## src/rtl/div_2x1_1x1.sv

```systemverilog
// ---------------------------------------------------------------------------
// div_2x1_1x1
// Sequential signed fixed-point divider: (A_00, A_10) / B -> (C_00, C_10).
// Both lanes run one radix-2 restoring iteration per cycle, in parallel,
// sharing the divisor magnitude and the iteration counter.
// Results truncate toward zero and saturate to the BIT_NUM range.
// Division by zero raises div_zero and forces max/min/zero by dividend sign.
//
// Optional build macro: DIV_ROUND_NEAREST_EN
//   When defined, one extra quotient bit is produced and used to round the
//   magnitude half away from zero. Saturation is applied after rounding.
//   This adds one cycle of latency.
// ---------------------------------------------------------------------------
module div_2x1_1x1 #(
   parameter int BIT_NUM  = 18,
   parameter int FRAC_NUM = 9
) (
   input  logic               clk,
   input  logic               srst_n,
   input  logic               in_valid,
   output logic               in_ready,
   input  logic [BIT_NUM-1:0] A_00,
   input  logic [BIT_NUM-1:0] A_10,
   input  logic [BIT_NUM-1:0] B,
   output logic [BIT_NUM-1:0] C_00,
   output logic [BIT_NUM-1:0] C_10,
   output logic               out_valid,
   output logic               div_zero
);

`ifdef DIV_ROUND_NEAREST_EN
   localparam int EXTRA_BITS = 1;
`else
   localparam int EXTRA_BITS = 0;
`endif

   // Number of quotient bits produced (= cycles spent in CALC).
   localparam int N_ITER = BIT_NUM + FRAC_NUM + EXTRA_BITS;
   localparam int CNT_W  = $clog2(N_ITER);
   localparam logic [CNT_W-1:0] CNT_LOAD = CNT_W'(N_ITER - 1);
   localparam logic [CNT_W-1:0] CNT_ONE  = {{(CNT_W-1){1'b0}}, 1'b1};
   localparam logic [CNT_W-1:0] CNT_ZERO = {CNT_W{1'b0}};

   localparam logic [BIT_NUM-1:0] WORD_ZERO = {BIT_NUM{1'b0}};
   localparam logic [BIT_NUM-1:0] WORD_ONE  = {{(BIT_NUM-1){1'b0}}, 1'b1};
   localparam logic [BIT_NUM-1:0] WORD_MAX  = {1'b0, {(BIT_NUM-1){1'b1}}};
   localparam logic [BIT_NUM-1:0] WORD_MIN  = {1'b1, {(BIT_NUM-1){1'b0}}};

   // Magnitude limits expressed at quotient width.
   localparam logic [N_ITER-1:0] POS_LIM =
      {{(N_ITER-BIT_NUM+1){1'b0}}, {(BIT_NUM-1){1'b1}}};
   localparam logic [N_ITER-1:0] NEG_LIM =
      {{(N_ITER-BIT_NUM){1'b0}}, 1'b1, {(BIT_NUM-1){1'b0}}};

   typedef enum logic [1:0] {
      ST_IDLE = 2'd0,
      ST_CALC = 2'd1,
      ST_DONE = 2'd2
   } state_t;

   // Two's complement magnitude; the most negative value maps to 2^(BIT_NUM-1),
   // which is still representable as an unsigned BIT_NUM-bit number.
   function automatic logic [BIT_NUM-1:0] mag_of(input logic [BIT_NUM-1:0] v);
      if (v[BIT_NUM-1]) begin
         mag_of = (~v) + WORD_ONE;
      end else begin
         mag_of = v;
      end
   endfunction

   // One restoring step: returns {quotient_bit, next_remainder}.
   function automatic logic [BIT_NUM:0] div_step(
      input logic [BIT_NUM-1:0] rem,
      input logic               din,
      input logic [BIT_NUM-1:0] dsr
   );
      logic [BIT_NUM:0] shifted;
      logic [BIT_NUM:0] diff;
      shifted = {rem, din};
      diff    = shifted - {1'b0, dsr};
      if (shifted >= {1'b0, dsr}) begin
         div_step = {1'b1, diff[BIT_NUM-1:0]};
      end else begin
         div_step = {1'b0, shifted[BIT_NUM-1:0]};
      end
   endfunction

   // Turns the unsigned quotient into the final signed, saturated word.
   function automatic logic [BIT_NUM-1:0] finalize(
      input logic [N_ITER-1:0] q,
      input logic              res_neg,
      input logic              dz,
      input logic              a_neg,
      input logic              a_zero
   );
      logic [N_ITER-1:0] mag;
`ifdef DIV_ROUND_NEAREST_EN
      mag = {1'b0, q[N_ITER-1:1]} + {{(N_ITER-1){1'b0}}, q[0]};
`else
      mag = q;
`endif
      if (dz) begin
         if (a_zero) begin
            finalize = WORD_ZERO;
         end else if (a_neg) begin
            finalize = WORD_MIN;
         end else begin
            finalize = WORD_MAX;
         end
      end else if (!res_neg) begin
         finalize = (mag > POS_LIM) ? WORD_MAX : mag[BIT_NUM-1:0];
      end else begin
         finalize = (mag > NEG_LIM) ? WORD_MIN : ((~mag[BIT_NUM-1:0]) + WORD_ONE);
      end
   endfunction

   state_t             state_r;
   logic [CNT_W-1:0]   cnt_r;
   logic [BIT_NUM-1:0] dsr_r;
   logic               dz_r;
   logic [N_ITER-1:0]  dvd0_r;
   logic [N_ITER-1:0]  dvd1_r;
   logic [BIT_NUM-1:0] rem0_r;
   logic [BIT_NUM-1:0] rem1_r;
   logic [N_ITER-1:0]  quo0_r;
   logic [N_ITER-1:0]  quo1_r;
   logic               neg0_r;
   logic               neg1_r;
   logic               a_neg0_r;
   logic               a_neg1_r;
   logic               a_zero0_r;
   logic               a_zero1_r;
   logic [BIT_NUM-1:0] c00_r;
   logic [BIT_NUM-1:0] c10_r;
   logic               out_valid_r;
   logic               div_zero_r;
   logic               in_ready_r;

   logic [BIT_NUM:0]   step0_s;
   logic [BIT_NUM:0]   step1_s;

   // Per-lane restoring step for the current CALC cycle.
   always_comb begin
      step0_s = {(BIT_NUM+1){1'b0}};
      step1_s = {(BIT_NUM+1){1'b0}};
      if (state_r == ST_CALC) begin
         step0_s = div_step(rem0_r, dvd0_r[N_ITER-1], dsr_r);
         step1_s = div_step(rem1_r, dvd1_r[N_ITER-1], dsr_r);
      end else begin
         step0_s = {(BIT_NUM+1){1'b0}};
         step1_s = {(BIT_NUM+1){1'b0}};
      end
   end

   // Control FSM, operand capture, iteration datapath and registered outputs.
   always_ff @(posedge clk or negedge srst_n) begin
      if (!srst_n) begin
         state_r     <= ST_IDLE;
         cnt_r       <= CNT_ZERO;
         dsr_r       <= WORD_ZERO;
         dz_r        <= 1'b0;
         dvd0_r      <= {N_ITER{1'b0}};
         dvd1_r      <= {N_ITER{1'b0}};
         rem0_r      <= WORD_ZERO;
         rem1_r      <= WORD_ZERO;
         quo0_r      <= {N_ITER{1'b0}};
         quo1_r      <= {N_ITER{1'b0}};
         neg0_r      <= 1'b0;
         neg1_r      <= 1'b0;
         a_neg0_r    <= 1'b0;
         a_neg1_r    <= 1'b0;
         a_zero0_r   <= 1'b0;
         a_zero1_r   <= 1'b0;
         c00_r       <= WORD_ZERO;
         c10_r       <= WORD_ZERO;
         out_valid_r <= 1'b0;
         div_zero_r  <= 1'b0;
         in_ready_r  <= 1'b1;
      end else begin
         out_valid_r <= 1'b0;
         case (state_r)
            ST_IDLE: begin
               if (in_valid) begin
                  dsr_r      <= mag_of(B);
                  dz_r       <= (B == WORD_ZERO);
                  dvd0_r     <= {mag_of(A_00), {(N_ITER-BIT_NUM){1'b0}}};
                  dvd1_r     <= {mag_of(A_10), {(N_ITER-BIT_NUM){1'b0}}};
                  rem0_r     <= WORD_ZERO;
                  rem1_r     <= WORD_ZERO;
                  quo0_r     <= {N_ITER{1'b0}};
                  quo1_r     <= {N_ITER{1'b0}};
                  neg0_r     <= A_00[BIT_NUM-1] ^ B[BIT_NUM-1];
                  neg1_r     <= A_10[BIT_NUM-1] ^ B[BIT_NUM-1];
                  a_neg0_r   <= A_00[BIT_NUM-1];
                  a_neg1_r   <= A_10[BIT_NUM-1];
                  a_zero0_r  <= (A_00 == WORD_ZERO);
                  a_zero1_r  <= (A_10 == WORD_ZERO);
                  cnt_r      <= CNT_LOAD;
                  in_ready_r <= 1'b0;
                  state_r    <= ST_CALC;
               end else begin
                  in_ready_r <= 1'b1;
                  state_r    <= ST_IDLE;
               end
            end
            ST_CALC: begin
               dvd0_r <= {dvd0_r[N_ITER-2:0], 1'b0};
               dvd1_r <= {dvd1_r[N_ITER-2:0], 1'b0};
               rem0_r <= step0_s[BIT_NUM-1:0];
               rem1_r <= step1_s[BIT_NUM-1:0];
               quo0_r <= {quo0_r[N_ITER-2:0], step0_s[BIT_NUM]};
               quo1_r <= {quo1_r[N_ITER-2:0], step1_s[BIT_NUM]};
               if (cnt_r == CNT_ZERO) begin
                  state_r <= ST_DONE;
               end else begin
                  cnt_r   <= cnt_r - CNT_ONE;
                  state_r <= ST_CALC;
               end
            end
            ST_DONE: begin
               c00_r       <= finalize(quo0_r, neg0_r, dz_r, a_neg0_r, a_zero0_r);
               c10_r       <= finalize(quo1_r, neg1_r, dz_r, a_neg1_r, a_zero1_r);
               div_zero_r  <= dz_r;
               out_valid_r <= 1'b1;
               in_ready_r  <= 1'b1;
               state_r     <= ST_IDLE;
            end
            default: begin
               in_ready_r <= 1'b1;
               state_r    <= ST_IDLE;
            end
         endcase
      end
   end

   assign in_ready  = in_ready_r;
   assign C_00      = c00_r;
   assign C_10      = c10_r;
   assign out_valid = out_valid_r;
   assign div_zero  = div_zero_r;

endmodule
```

## config.mk

```make
export PLATFORM = sky130hd
export DESIGN_NAME = div_2x1_1x1
export DESIGN_NICKNAME = d
export VERILOG_FILES = /design/src/rtl/div_2x1_1x1.sv
export SDC_FILE = /design/constraint.sdc
export NUM_CORES = 1
export LEC_CHECK = 0
export CAP_MARGIN = 5
export CORE_MARGIN = 2
export CORE_UTILIZATION = 55
export DETAILED_ROUTE_END_ITERATION = 16
export PLACE_DENSITY = 0.87
export SLEW_MARGIN = 10
export SYNTH_ARGS = -nofsm -noshare
export SYNTH_HDL_FRONTEND = slang
export SYNTH_SLANG_ARGS = --single-unit
```

## constraint.sdc

```tcl
create_clock -name clk -period 8.2 [get_ports clk]
set_clock_uncertainty 0.1 [all_clocks]
set_input_delay 2.46 -clock clk [delete_from_list [all_inputs] [get_ports clk]]
set_output_delay 2.46 -clock clk [all_outputs]
set_load 0.01 [all_outputs]
```

Word-level counts from Yosys, hierarchy flattened

Cells that the tools add are included.

Bits in registers: 215
Bits of input ports: 57
Logic and storage cells: 91

$add $sub $neg: 8
Order comparisons: 6
Equality and inequality tests: 4
Multiplexer cells: 36
Bitwise gates (word level): 7
Reduce and logical (&&, ||, !) cells: 9

Operators with widths:

| kind                    | number |
|---|---|
| $mux W18                | 16 |
| $pmux W27 S2            | 4 |
| $add A18 B1 Y18 const B | 5 |
| $not A18 Y18            | 5 |
| $mux W27                | 3 |
| $pmux W18 S2            | 2 |
| $gt A27 B17 Y1 const B  | 2 |
| $gt A27 B18 Y1 const B  | 2 |
| $logic_not A18 Y1       | 3 |
| $ge A19 B18 Y1          | 2 |
| $mux W19                | 2 |
| $sub A18 B18 Y18        | 2 |
| $mux W5                 | 2 |
| $pmux W5 S2             | 1 |
| $logic_not A5 Y1        | 1 |
| $sub A5 B1 Y5 const B   | 1 |
| $ne A2 B2 Y1 const B    | 2 |
| $pmux W2 S2             | 1 |
| $reduce_and A2 Y1       | 2 |
| $mux W1                 | 3 |
| $reduce_and A3 Y1       | 1 |
| $eq A2 B1 Y1 const B    | 1 |
| $eq A2 B2 Y1 const B    | 1 |
| $logic_not A2 Y1        | 1 |
| 4 further kinds         | 5 |

Depth between registers and ports, before layout

Depth in word-level cells: 5
Gate-level depth with buffers: 13
Gate-level depth less buffers: 13

Worst setup path before layout

No wires, ideal clock.

Path kind: input -> register
Start: input port A_00[4]
End: register dvd0_r[22]
Setup time: 0.133 ns
Data arrival time: 4.083 ns
Data required time: 7.967 ns
Setup slack: 3.884 ns
Cell stages on the path: 6
Cell sequence: or4_1 > or2_2 > or3_1 > o31ai_1 > xor2_1 > o21ai_0

Longest elaborated chain between the ends: 5

RTL lines:

| what                   | line | RTL |
|---|---|---|
| start: declaration     | 22   | `input logic [BIT_NUM-1:0] A_00,` |
| $not A18 Y18           | 65   | `mag_of = (~v) + WORD_ONE;` |
| $add A18 B1 Y18        | 65   |  |
| $mux W18               | 64   | `if (v[BIT_NUM-1]) begin` |
| $mux W27               | 183  | `if (in_valid) begin` |
| $pmux W27 S2           | 181  | `case (state_r)` |
| end signal: assignment | 162  | `dvd0_r <= {N_ITER{1'b0}};` |
| end signal: assignment | 186  | `dvd0_r <= {mag_of(A_00), {(N_ITER-BIT_NUM){1'b0}}};` |
| end signal: assignment | 207  | `dvd0_r <= {dvd0_r[N_ITER-2:0], 1'b0};` |
| end: declaration       | 121  | `logic [N_ITER-1:0] dvd0_r;` |

Every way passes these cells. The select of a mux whose other input is x is not followed.
A chain may end at the register's enable or synchronous reset.

Worst setup path in the final report

Start: input port in_valid
End: register cnt_r[4]

Longest elaborated chain between the ends: 2

RTL lines:

| what                               | line | RTL |
|---|---|---|
| start: declaration                 | 20   | `input logic in_valid,` |
| $ne A2 B2 Y1 (no source line)      | --   |  |
| $reduce_and A3 Y1 (no source line) | --   |  |
| end signal: assignment             | 216  | `cnt_r <= cnt_r - CNT_ONE;` |
| end: declaration                   | 118  | `logic [CNT_W-1:0] cnt_r;` |

Every way passes these cells.

==> out/qor.csv <==
metric,value,unit
clk_transition_reported_paths,0.07,ns
status,"complete, no violations",
grt_pass1_wl,46500,um
hp-class,register to register,
share_comb_of_total_power,52.5,%
max_freq,184,MHz
maxCapViolations,0,
fillers,1674,
area_delta_synth_final,14.2,%
dieArea,22300,um^2
min_from,dsr_r[5],
worstPathMaxFanout,21,
whs,0.385,ns
switching_share,43.9,%
post_cts_buffers,0,
slew_headroom,20.9,%
layout.nets,1427,
slowest_delay,1.03,ns
synth.top_cell.area_share,42.3,%
die_h,149,um
path_buf_inv,1,
p_int,3190,uW
r2r_start,dsr_r[1],
critical_path.endpoint_type,register,
synth-edff-count,0,
gr-usage-all-layers,25.6,%
wire_per_inst,17.5,um
design_area,13200,um^2
clock-sinks,197,
final-hold-violation-count,0,
criticalPathCategory,input pin to register,
cpMostUsedCell,nor2_1,
place_area,12700,um^2
die_x,149,um
worst_ep_required_time,8.38,ns
netlist_top_cells_area,"dfrtp_1 42%, o21ai_0 5.2%, ha_1 4.9%",
drc,0,
setup_slack,2.77,ns
gp_congestion,0.882,
dr_total_vias,10200,
dpl.cell_count,1579,
drive_above_1_share,4.27,%
r2r_cells,12,
ys_types,66,
ctsRootBufferMaster,clkbuf_16,
min_to,dsr_r[5],
p_seq_share,33.4,%
tightestPinTransition,1.19,ns
r2r-end,rem0_r[15],
synth_area_leader_cell,dfrtp_1,
cts_tree,built,
place_hpwl,19100,um
ff_latch_area,4930,um^2
multi_input_area,6250,um^2
synthesis.nets,1383,
antenna_found_initial,0,
async_flop_share,100,%
ys_warn_count,0,
startpoint_type,input pin,
dpl_worst_slack,2.39,ns
arrival,5.61,ns
boundaryPins,96,
ys_seq_elements,197,
synthesis.area,11600,um^2
grt-ovfl-total,0,
setup-tns-final,0,ns
pwr-share-clk,14.1,%
slowest_stage,clkdlybuf4s50_1,
syn_inst,1279,
numCtsBuffers,17,
crit_chain,"clkdlybuf4s50_1, nand2_1, nor2_1, nor2_1, nor2_1, nand3_1, xor2_1, nand2_1",
syn-mean-instance-area,9.07,um^2
layout.cells.non_filler,1611,
grt_max_degree,121,
post_cts_resize_count,0,
rsz0062_at_grt,false,
cts_buffer_depth,2,
viasPerCell,6.31,
cts_hold_buf,0,
p_switching,2500,uW
min_period_over_period,66.2,%
grt_pass1_vias,9367,
critPathTopFamily,simple AND/OR/NAND/NOR gates,
drv_slew,0,
p_per_area,429,nW/um^2
ir_drop,0.207,mV
diodes,0,
core,20900,um^2
wl,28300,um
ys_seq_area_share,42.5,%
drt_iter0_drc,1091,
period_minus_slack,5.43,ns
finalSetupViolations,0,
num_rows,53,
p_leak,0.00553,uW
initial_core_util,55.5,%
cts_htree_levels,4,
first_pass_iters,6,
port_buffers,95,
synthFlopType,dfrtp_1,
ant_nets,0,
ff2ff_setup_slack,4.63,ns
whs_path_depth,2,
clock_latency,0.43,ns
==> synthesized netlist by cell type, types with 16 or more instances <==
cell type	count
inv_1	42
xnor2_1	31
o22ai_1	41
nor2_1	74
o21ai_0	121
mux2i_1	19
ha_1	45
nor3_1	21
a31oi_1	21
a21oi_1	96
o31ai_1	20
a22o_1	47
clkbuf_1	62
nand2_1	130
nand3_1	30
or3_1	16
dfrtp_1	196
a22oi_1	16
xor2_1	52
==> cell usage in the layout, fill, tap and decap left out, drive strengths merged, types with 8 or more instances in the layout <==
master / netlist / final
o31ai: 20 / 20
xor2: 52 / 52
mux2i: 19 / 19
o221ai: 8 / 8
o21ai: 122 / 122
or3: 17 / 17
clkdlybuf4s50: 0 / 94
nand4: 10 / 10
a22oi: 16 / 16
dfrtp: 196 / 196
nand3: 30 / 30
nor2b: 8 / 8
a21o: 14 / 14
xnor2: 31 / 31
clkbuf: 63 / 23
a22o: 47 / 47
o22ai: 41 / 41
nor4: 12 / 12
nor2: 75 / 75
o311ai: 11 / 11
a21oi: 96 / 96
a31oi: 21 / 21
ha: 45 / 45
inv: 42 / 46
nand2b: 10 / 10
nor3: 22 / 22
or4: 10 / 10
nand2: 130 / 130
==> registers in the layout, summed over array words and instances (netlist names) <==
| signal | count |
|---|---|
| a_zero1_r | 1 |
| a_neg0_r | 1 |
| rem0_r | 18 |
| rem1_r | 18 |
| dsr_r | 18 |
| in_ready | 1 |
| state_r | 2 |
| dvd1_r | 18 |
| C_10 | 18 |
| quo0_r | 27 |
| cnt_r | 5 |
| neg0_r | 1 |
| C_00 | 18 |
| a_zero0_r | 1 |
| out_valid | 1 |
| div_zero | 1 |
| quo1_r | 27 |
| neg1_r | 1 |
| a_neg1_r | 1 |
| dz_r | 1 |
| dvd0_r | 18 |
==> metrics by stage <==
step | utilization, % | total power, uW
global placement | 60.8 | 4660
global route | 63.4 | 6120
detailed placement | 60.8 | 4820
CTS | 63.4 | 5640
floorplan | - | 4030
finish | 63.4 | 5690
==> per-layer routing <==
metal,GRT usage (%),share of wire (%),vias to the layer above
met5,0,0,-
met4,5.67,1.0,0
met3,3.85,6.8,21
met2,41.4,47,425
met1,36.8,45,4891
li1,-,-,4827
==> worst max-delay path by stage <==
stage	slack, ns	cells past startpoint	start	endpoint
5_1_grt	2.52	7	in_valid	cnt_r[3]
6_report	2.77	8	in_valid	cnt_r[4]
2_1_floorplan	3.88	6	A_00[4]	dvd0_r[22]
4_1_cts	2.81	8	in_valid	cnt_r[4]
3_5_place_dp	2.39	8	in_valid	cnt_r[4]
3_3_place_gp	2.55	8	in_valid	cnt_r[4]
==> cell families after synthesis <==
group | share of synthesized area [%]
AOI/OAI and AO/OA | 25.2
and+or+nand+nor | 15.2
DFF | 42.5
buffers and inverters | 3.94
xor gates and xnor gates | 6.27
adders and majority gates | 5.20
muxes | 1.74
==> power by group through the flow <==
stage	logic, uW	clock network (uW)	registers [uW]
final	2990	801	1900
after detailed placement	2930	0	1890
after CTS	2960	809	1880
after global routing	3320	844	1960
after global placement	2790	0	1870
after floorplan	2300	0	1730
==> cell type report <==
class                      count  area share, %
sequential                   197           37.2
inverter                      42           1.19
multi-input combinational    963           47.2
clock inverter                10          0.699
clock buffer                  22           3.50
tap                          275           2.60
timing repair buffer         102           7.60
==> worst min-delay path, stage by stage, from the launching register on <==
cell and delay, ns:
dfrtp_1 0.34, nand2_1 0.05, o21ai_0 0.06
(Power assumes the default switching activity.)
